`src/rtl/toothless_lsu.sv`:
```
// Toothless core load/store unit: turns one execute-stage load/store into a
// req/gnt/rvalid bus transaction and formats the returned load data.
module toothless_lsu #(
    parameter int ADDR_WIDTH = 32
) (
    input  logic                  clk_i,
    input  logic                  rst_ni,

    input  logic                  lsu_req_i,
    input  logic                  lsu_we_i,
    input  logic [2:0]            lsu_funct3_i,
    input  logic [ADDR_WIDTH-1:0] lsu_addr_i,
    input  logic [31:0]           lsu_wdata_i,
    output logic                  lsu_busy_o,
    output logic                  lsu_rvalid_o,
    output logic [31:0]           lsu_rdata_o,
    output logic                  lsu_err_o,

    output logic                  data_req_o,
    input  logic                  data_gnt_i,
    output logic [ADDR_WIDTH-1:0] data_addr_o,
    output logic                  data_we_o,
    output logic [3:0]            data_be_o,
    output logic [31:0]           data_wdata_o,
    input  logic                  data_rvalid_i,
    input  logic [31:0]           data_rdata_i,
    input  logic                  data_err_i
);

    typedef enum logic [1:0] {
        IDLE,
        WAIT_GNT,
        WAIT_RVALID
    } state_e;

    state_e state_q, state_d;

    logic [1:0]            off_q;
    logic [2:0]            funct3_q;
    logic                  we_q;
    logic [ADDR_WIDTH-1:0] addr_q;
    logic [3:0]            be_q;
    logic [31:0]           wdata_q;
    logic                  rvalid_q;
    logic                  err_q;
    logic [31:0]           rdata_q;

    logic                  legal;
    logic                  misaligned;
    logic                  accept;
    logic                  reject;
    logic                  complete;
    logic [3:0]            be_d;
    logic [31:0]           wdata_d;
    logic [31:0]           load_data;

    // Request decode: encoding legality, alignment, lane mapping.
    always_comb begin
        // NOTE: every always_comb output gets a default first so no path can infer a latch.
        legal      = 1'b0;
        misaligned = 1'b0;
        be_d       = 4'b1111;
        wdata_d    = lsu_wdata_i;

        if (lsu_we_i) begin
            legal = (lsu_funct3_i == 3'b000) || (lsu_funct3_i == 3'b001) ||
                    (lsu_funct3_i == 3'b010);
        end else begin
            legal = (lsu_funct3_i == 3'b000) || (lsu_funct3_i == 3'b001) ||
                    (lsu_funct3_i == 3'b010) || (lsu_funct3_i == 3'b100) ||
                    (lsu_funct3_i == 3'b101);
        end

        unique case (lsu_funct3_i[1:0])
            2'b00: begin
                be_d    = 4'b0001 << lsu_addr_i[1:0];
                wdata_d = {4{lsu_wdata_i[7:0]}};
            end
            2'b01: begin
                misaligned = lsu_addr_i[0];
                be_d       = lsu_addr_i[1] ? 4'b1100 : 4'b0011;
                wdata_d    = {2{lsu_wdata_i[15:0]}};
            end
            default: begin
                misaligned = (lsu_addr_i[1:0] != 2'b00);
            end
        endcase
    end

    // Load extraction uses the offset and size latched at accept time.
    always_comb begin
        logic [7:0]  sel_b;
        logic [15:0] sel_h;

        unique case (off_q)
            2'b00:   sel_b = data_rdata_i[7:0];
            2'b01:   sel_b = data_rdata_i[15:8];
            2'b10:   sel_b = data_rdata_i[23:16];
            default: sel_b = data_rdata_i[31:24];
        endcase
        sel_h = off_q[1] ? data_rdata_i[31:16] : data_rdata_i[15:0];

        unique case (funct3_q)
            3'b000:  load_data = {{24{sel_b[7]}}, sel_b};
            3'b100:  load_data = {24'h0, sel_b};
            3'b001:  load_data = {{16{sel_h[15]}}, sel_h};
            3'b101:  load_data = {16'h0, sel_h};
            default: load_data = data_rdata_i;
        endcase
    end

    always_comb begin
        state_d  = state_q;
        accept   = 1'b0;
        reject   = 1'b0;
        complete = 1'b0;

        unique case (state_q)
            IDLE: begin
                if (lsu_req_i) begin
                    if (legal && !misaligned) begin
                        accept  = 1'b1;
                        state_d = WAIT_GNT;
                    end else begin
                        reject = 1'b1;
                    end
                end
            end
            WAIT_GNT: begin
                if (data_gnt_i) state_d = WAIT_RVALID;
            end
            WAIT_RVALID: begin
                if (data_rvalid_i) begin
                    complete = 1'b1;
                    state_d  = IDLE;
                end
            end
            default: state_d = IDLE;
        endcase
    end

    always_ff @(posedge clk_i or negedge rst_ni) begin
        // NOTE: sequential state uses non-blocking assignments so every register samples pre-edge values.
        if (!rst_ni) state_q <= IDLE;
        else         state_q <= state_d;
    end

    // Bus fields are captured once on accept and held stable until the grant.
    always_ff @(posedge clk_i or negedge rst_ni) begin
        if (!rst_ni) begin
            off_q    <= 2'b00;
            funct3_q <= 3'b000;
            we_q     <= 1'b0;
            addr_q   <= '0;
            be_q     <= 4'b0000;
            wdata_q  <= 32'h0;
        end else if (accept) begin
            off_q    <= lsu_addr_i[1:0];
            funct3_q <= lsu_funct3_i;
            we_q     <= lsu_we_i;
            addr_q   <= {lsu_addr_i[ADDR_WIDTH-1:2], 2'b00};
            be_q     <= be_d;
            wdata_q  <= wdata_d;
        end
    end

    always_ff @(posedge clk_i or negedge rst_ni) begin
        if (!rst_ni) begin
            rvalid_q <= 1'b0;
            err_q    <= 1'b0;
            rdata_q  <= 32'h0;
        end else begin
            rvalid_q <= complete | reject;
            err_q    <= reject | (complete & data_err_i);
            if (complete && !we_q && !data_err_i) rdata_q <= load_data;
        end
    end

    assign data_req_o   = (state_q == WAIT_GNT);
    assign data_addr_o  = addr_q;
    assign data_we_o    = we_q;
    assign data_be_o    = be_q;
    assign data_wdata_o = wdata_q;

    assign lsu_busy_o   = (state_q != IDLE);
    assign lsu_rvalid_o = rvalid_q;
    assign lsu_err_o    = err_q;
    assign lsu_rdata_o  = rdata_q;

endmodule

```
`config.mk`:
```
export PLATFORM = sky130hd
export DESIGN_NAME = toothless_lsu
export DESIGN_NICKNAME = d
export VERILOG_FILES = /design/src/rtl/toothless_lsu.sv
export SDC_FILE = /design/constraint.sdc
export NUM_CORES = 1
export LEC_CHECK = 0
export ABC_AREA = 0
export BUFFER_PORTS_ARGS = -buffer_cell sky130_fd_sc_hd__clkbuf_2
export CAP_MARGIN = 10
export CORE_UTILIZATION = 51
export CTS_CLUSTER_SIZE = 14
export DETAILED_ROUTE_END_ITERATION = 10
export GPL_TIMING_DRIVEN = 0
export PLACE_DENSITY_LB_ADDON = 0.3
export SYNTH_ARGS = -nofsm -noshare
export SYNTH_HDL_FRONTEND = slang
export SYNTH_SLANG_ARGS = --single-unit
```
`constraint.sdc`:
```
create_clock -name clk_i -period 4.9 [get_ports clk_i]
set_input_delay 0 -clock clk_i [delete_from_list [all_inputs] [get_ports clk_i]]
set_output_delay 0 -clock clk_i [all_outputs]
set_load 0.02 [all_outputs]
```
; After elaboration in Yosys (flattened, before gate mapping)
; Cells that the tools add are included.
[totals]
regBits = 108
input_bits = 106
output_inout_bits = 105
word_cells = 69
[classes]
n_eq_ne = 16
shift = 1
muxes = 21
bitwise_logic = 3
n_reduce_logical = 18
[ops]
columns = operator, n
row1 = 32-bit case mux with 4 select lines, 1
row2 = 32-bit case mux with 2 select lines, 1
row3 = 8-bit case mux with 3 select lines, 1
row4 = 16-bit 2-to-1 mux, 1
row5 = 3-bit equality test (second input constant), 4
row6 = 1-bit 2-to-1 mux, 9
row7 = 2-bit 2-to-1 mux, 4
row8 = 4-bit case mux with 2 select lines, 1
row9 = 2-bit by 1-bit equality test with 1-bit output (second input constant), 3
row10 = 3-bit by 1-bit equality test with 1-bit output (second input constant), 2
row11 = 2-bit zero test, 3
row12 = 3-bit zero test, 2
row13 = 2-bit inequality test (second input constant), 3
row14 = 2-bit case mux with 3 select lines, 1
row15 = 2-bit equality test (second input constant), 2
row16 = 1-bit logical OR, 4
row17 = 4-bit 2-to-1 mux, 1
row18 = 4-bit AND reduction, 1
row19 = 2-bit nonzero test, 2
row20 = 1-bit by 2-bit left shift with 4-bit output (first input constant), 1
row21 = 3-bit by 2-bit equality test with 1-bit output (second input constant), 1
row22 = 1-bit logical AND, 3
row23 = 1-bit zero test, 3
row24 = 2-bit by 1-bit inequality test with 1-bit output (second input constant), 1
row25 = 3 further kinds, 4

; Depth between registers and ports, before layout
[depth]
depth_word = 11
ltp_mapped = 7

; Least setup slack after synthesis
; No wires, ideal clock.
[synth_timing]
path_type = reg2reg
start = register state_q[0]
end = register rdata_q[10] (netlist: lsu_rdata_o[10])
setup_ps = 147
arrival_ps = 1566
slack_ps = 3187
path_stages_with_launch = 5
path_buffers = 1
synth_period_minus_slack_ps = 1713
path_cell_list = dfrtp_1 -> or4_1 -> buf_2 -> a211oi_4 -> a221oi_1
[synth_via]
elab_chain_cells = 4
[synth_rtl]
columns = item, line_no
row1 = "start, declared", 36  ; state_e state_q, state_d;
row2 = "start signal, assigned", 145  ; else state_q <= state_d;
row3 = 2-bit equality test, 118  ; unique case (state_q)
row4 = 1-bit 2-to-1 mux, 118
row5 = 1-bit logical AND (2 in a row), 175  ; if (complete && !we_q && !data_err_i) rdata_q <= load_data;
row6 = "end signal, assigned", 175
row7 = "end, declared", 46  ; logic [31:0] rdata_q;
; Every way passes these cells.
; A chain may end at the register's enable or synchronous reset.

; Worst setup path in the final report
[layout_timing]
start = register state_q[0]
end = register rdata_q[11] (netlist: lsu_rdata_o[11])
; Same word-level chain as after synthesis.

==> flow_summary_export.csv <==
group,metric,value,unit
critical_path,worstSetupPathType,"reg2reg",
logic_synthesis,yosysMostFrequentCell,"dfrtp_1",
cts,cts_tree,"built",
logic_synthesis,synth_flop_cell,"dfrtp_1",
floorplan,die_h,100.0,um
logic_synthesis,synth-seq-area-share,55.14,%
logic_synthesis,postSynthCellCount,458,
finish,stdcell_area,0.007315,mm^2
cts,numClockSinks,108,
power_and_ir_drop,p_leak,3.601,nW
grt,top_usage_layer,"met2",
route,drcViolationCount,0,
timing,finalSetupTns,0,ns
finish,fillers,601,
power_and_ir_drop,power,3.592,mW
critical_path,path_max_fanout,10,
cts,clockBufferDepth,2,
grt,grt_use_met1,36.98,%
logic_synthesis,synth_area_per_cell,10.70,um^2
place,placed_cell_area,0.006111,mm^2
timing,setup_violations,0,
finish,fin_util,78.79,%
route,final_antenna_net_count,0,
floorplan,rows,35,
route,first_pass_iters,7,
flow_run,max_cap_violations,0,
route,num_vias,4856,
logic_synthesis,synthesis.area,0.004901,mm^2
power_and_ir_drop,power_density,491.1,mW/mm^2
floorplan,fp.coreArea,0.009284,mm^2
power_and_ir_drop,combPwrFrac,45.4,%
floorplan,start_util,52.79,%
critical_path,cp-end-kind,"register",
timing,fmax,473.5,MHz
route,wl_per_cell,16.74,um
finish,finalNonFillerCells,915,
grt,grt_max_degree,109,
critical_path,crit_arrival,2.36,ns
hold_path,hold_class,"in2reg",
cts,post_cts_buffers,0,
logic_synthesis,async_flop_share,100.0,%
grt,met2_usage,53.85,%
grt,antenna_found_initial,2,
timing,timing.final.max_slew_violations,0,
grt,grt_pass1_vias,4957,
route,drt-total-wl,15320,um
power_and_ir_drop,p_seq_share,40.5,%
route,drt-initial-drc-count,226,
critical_path,rr_worst_depth,4,
place,dp_cells,795,
logic_synthesis,synth.distinct_cells,36,
timing,tightest_slew,0.9136,ns
finish,nNetsFinal,885,
timing,hold_viol,0,
logic_synthesis,synth_edf_count,0,
place,gp_congestion,0.7977,
power_and_ir_drop,p_int,2.059,mW
logic_synthesis,ys_warn_count,0,
hold_path,hp-start,"data_rdata_i[1]",
timing,grt_setup_unrepaired,"false",
logic_synthesis,synthTopCellsByCount,"dfrtp_1, nand2_1, mux2_2, nor2_1, a21oi_1",
grt,grt_util_met3,5.501,%
place,portBuffers,207,
timing,period_minus_slack,2.112,ns
logic_synthesis,synth-seq-cells,108,
cts,path_clk_slew,0.10,ns
cts,cts_buffers,9,
finish,drive_above_1_share,37.37,%
grt,track_usage,30.95,%
critical_path,r2r_setup_slack,2.79,ns
power_and_ir_drop,p_sw,1.533,mW
cts,ctsResizeCount,0,
power_and_ir_drop,vdd_drop_max,290.0,uV
cts,cts-htree-levels,3,
power_and_ir_drop,p_clk_share,14.1,%
floorplan,dieArea,0.01001,mm^2
critical_path,crit_path_start_kind,"register",
floorplan,io-pin-count,211,
critical_path,reg2reg_to,"lsu_rdata_o[11]",
timing,maxSlewHeadroom,38.87,%
grt,grt_pass1_wl,24010,um
grt,gr-total-overflow,0,
hold_path,holdPathEnd,"lsu_rdata_o[1]",
logic_synthesis,synth_area_leader_cell,"dfrtp_1",
logic_synthesis,synth_area_leaders,"dfrtp_1, mux2_2, mux2i_1",
status,status,"complete, no violations",
finish,syn_to_final_growth,49.25,%
power_and_ir_drop,switching_share,42.68,%
critical_path,crit_required,5.15,ns
floorplan,fp.dieW,100.0,um
place,post-dp-hpwl,9532,um
cts,clkLatencyLatePin,0.37,ns
cts,clk_root_buffer_cell,"clkbuf_8",
hold_path,holdPathStages,3,
logic_synthesis,synth.top_cell.area_share,55.14,%
timing,finalCritPeriodShare,43.10,%
timing,finClkSkew,0.008694,ns
route,vias_per_cell,5.307,
critical_path,r2r_start,"state_q[0]",
[critical path: stages (launching register included)]
cell,delay (ns)
dfrtp_1,0.47
nor4_2,0.73
clkbuf_1,0.45
nor2_1,0.08
a221oi_1,0.27
[worst max path at each step]
stage          startpoint              end  slack, ns
6_report       state_q[0]  lsu_rdata_o[11]       2.79
5_1_grt        state_q[0]  lsu_rdata_o[12]       2.68
4_1_cts        state_q[0]  lsu_rdata_o[11]       2.91
3_5_place_dp   state_q[0]  lsu_rdata_o[13]       2.95
3_3_place_gp       rst_ni  data_wdata_o[2]       2.40
2_1_floorplan  state_q[0]  lsu_rdata_o[10]       3.19
[state kept, by name, indices dropped and copies added (netlist names), 2 cells and up]
signal        flops
state_q           2
data_wdata_o     32
data_addr_o      30
lsu_rdata_o      32
data_be_o         4
funct3_q          3
off_q             2
[kinds of logic (layout without fill, tap and decap cells)]
kind of cell           count (synthesis)  after routing  share of synthesized area, %
multiplexers                          77             77                         17.03
flip-flops                           108            108                         55.14
AND/OR/NAND/NOR                      134            134                         11.74
other                                  1              4                       0.07652
AO/OA/AOI/OAI                        101            101                         12.64
buffers and inverters                 37            362                         3.370
[layout by cell type, fill, tap and decap left out, drive strengths merged, types with 9 or more instances in the layout]
| master | count |
|---|---|
| nand2 | 59 |
| nor2b | 10 |
| clkbuf | 235 |
| a21oi | 41 |
| mux2 | 51 |
| o21ai | 32 |
| nor2 | 47 |
| mux2i | 26 |
| a221oi | 9 |
| dlygate4sd3 | 102 |
| buf | 15 |
| dfrtp | 108 |
[metrics by stage]
step	setup WS, ns	hold WS (ns)
after floorplan	3.187	-0.2956
after global placement	2.405	0.2090
after detailed placement	2.951	0.1728
after CTS	2.912	0.0002761
after global routing	2.679	0.003454
final	2.788	0.01715
[power groups by stage]
stage          Sequential [mW]  Combinational [mW]  Clock, mW
6_report                  1.45                1.63      0.507
3_3_place_gp              1.44                1.50          0
2_1_floorplan             1.86               0.553          0
5_1_grt                   1.49                1.75      0.548
3_5_place_dp              1.46                1.53          0
4_1_cts                   1.44                1.60      0.516
[layer usage]
metal  share of wire, %  wire length (um)
met1                 38              5819
met2                 51              7782
met3                7.1              1090
met4                4.1               629
met5                  0                 0
[what timing repair did]
item                       in CTS  in global routing
setup endpoints to repair       0                  0
hold buffers                  102                  0
hold endpoints to repair      210                  0
[area by class of cell]
class / instances / area, um^2 / area share (%)
antenna: 2 / 5.005 / 0.06842
buffer: 33 / 150.1 / 2.053
clock buffer: 10 / 127.6 / 1.745
clock inverter: 6 / 50.05 / 0.6842
inverter: 4 / 15.01 / 0.2053
multi-input combinational: 314 / 2037 / 27.85
sequential: 108 / 2703 / 36.95
tap: 129 / 161.4 / 2.207
timing repair buffer: 309 / 2066 / 28.24
(Power assumes the default switching activity.)
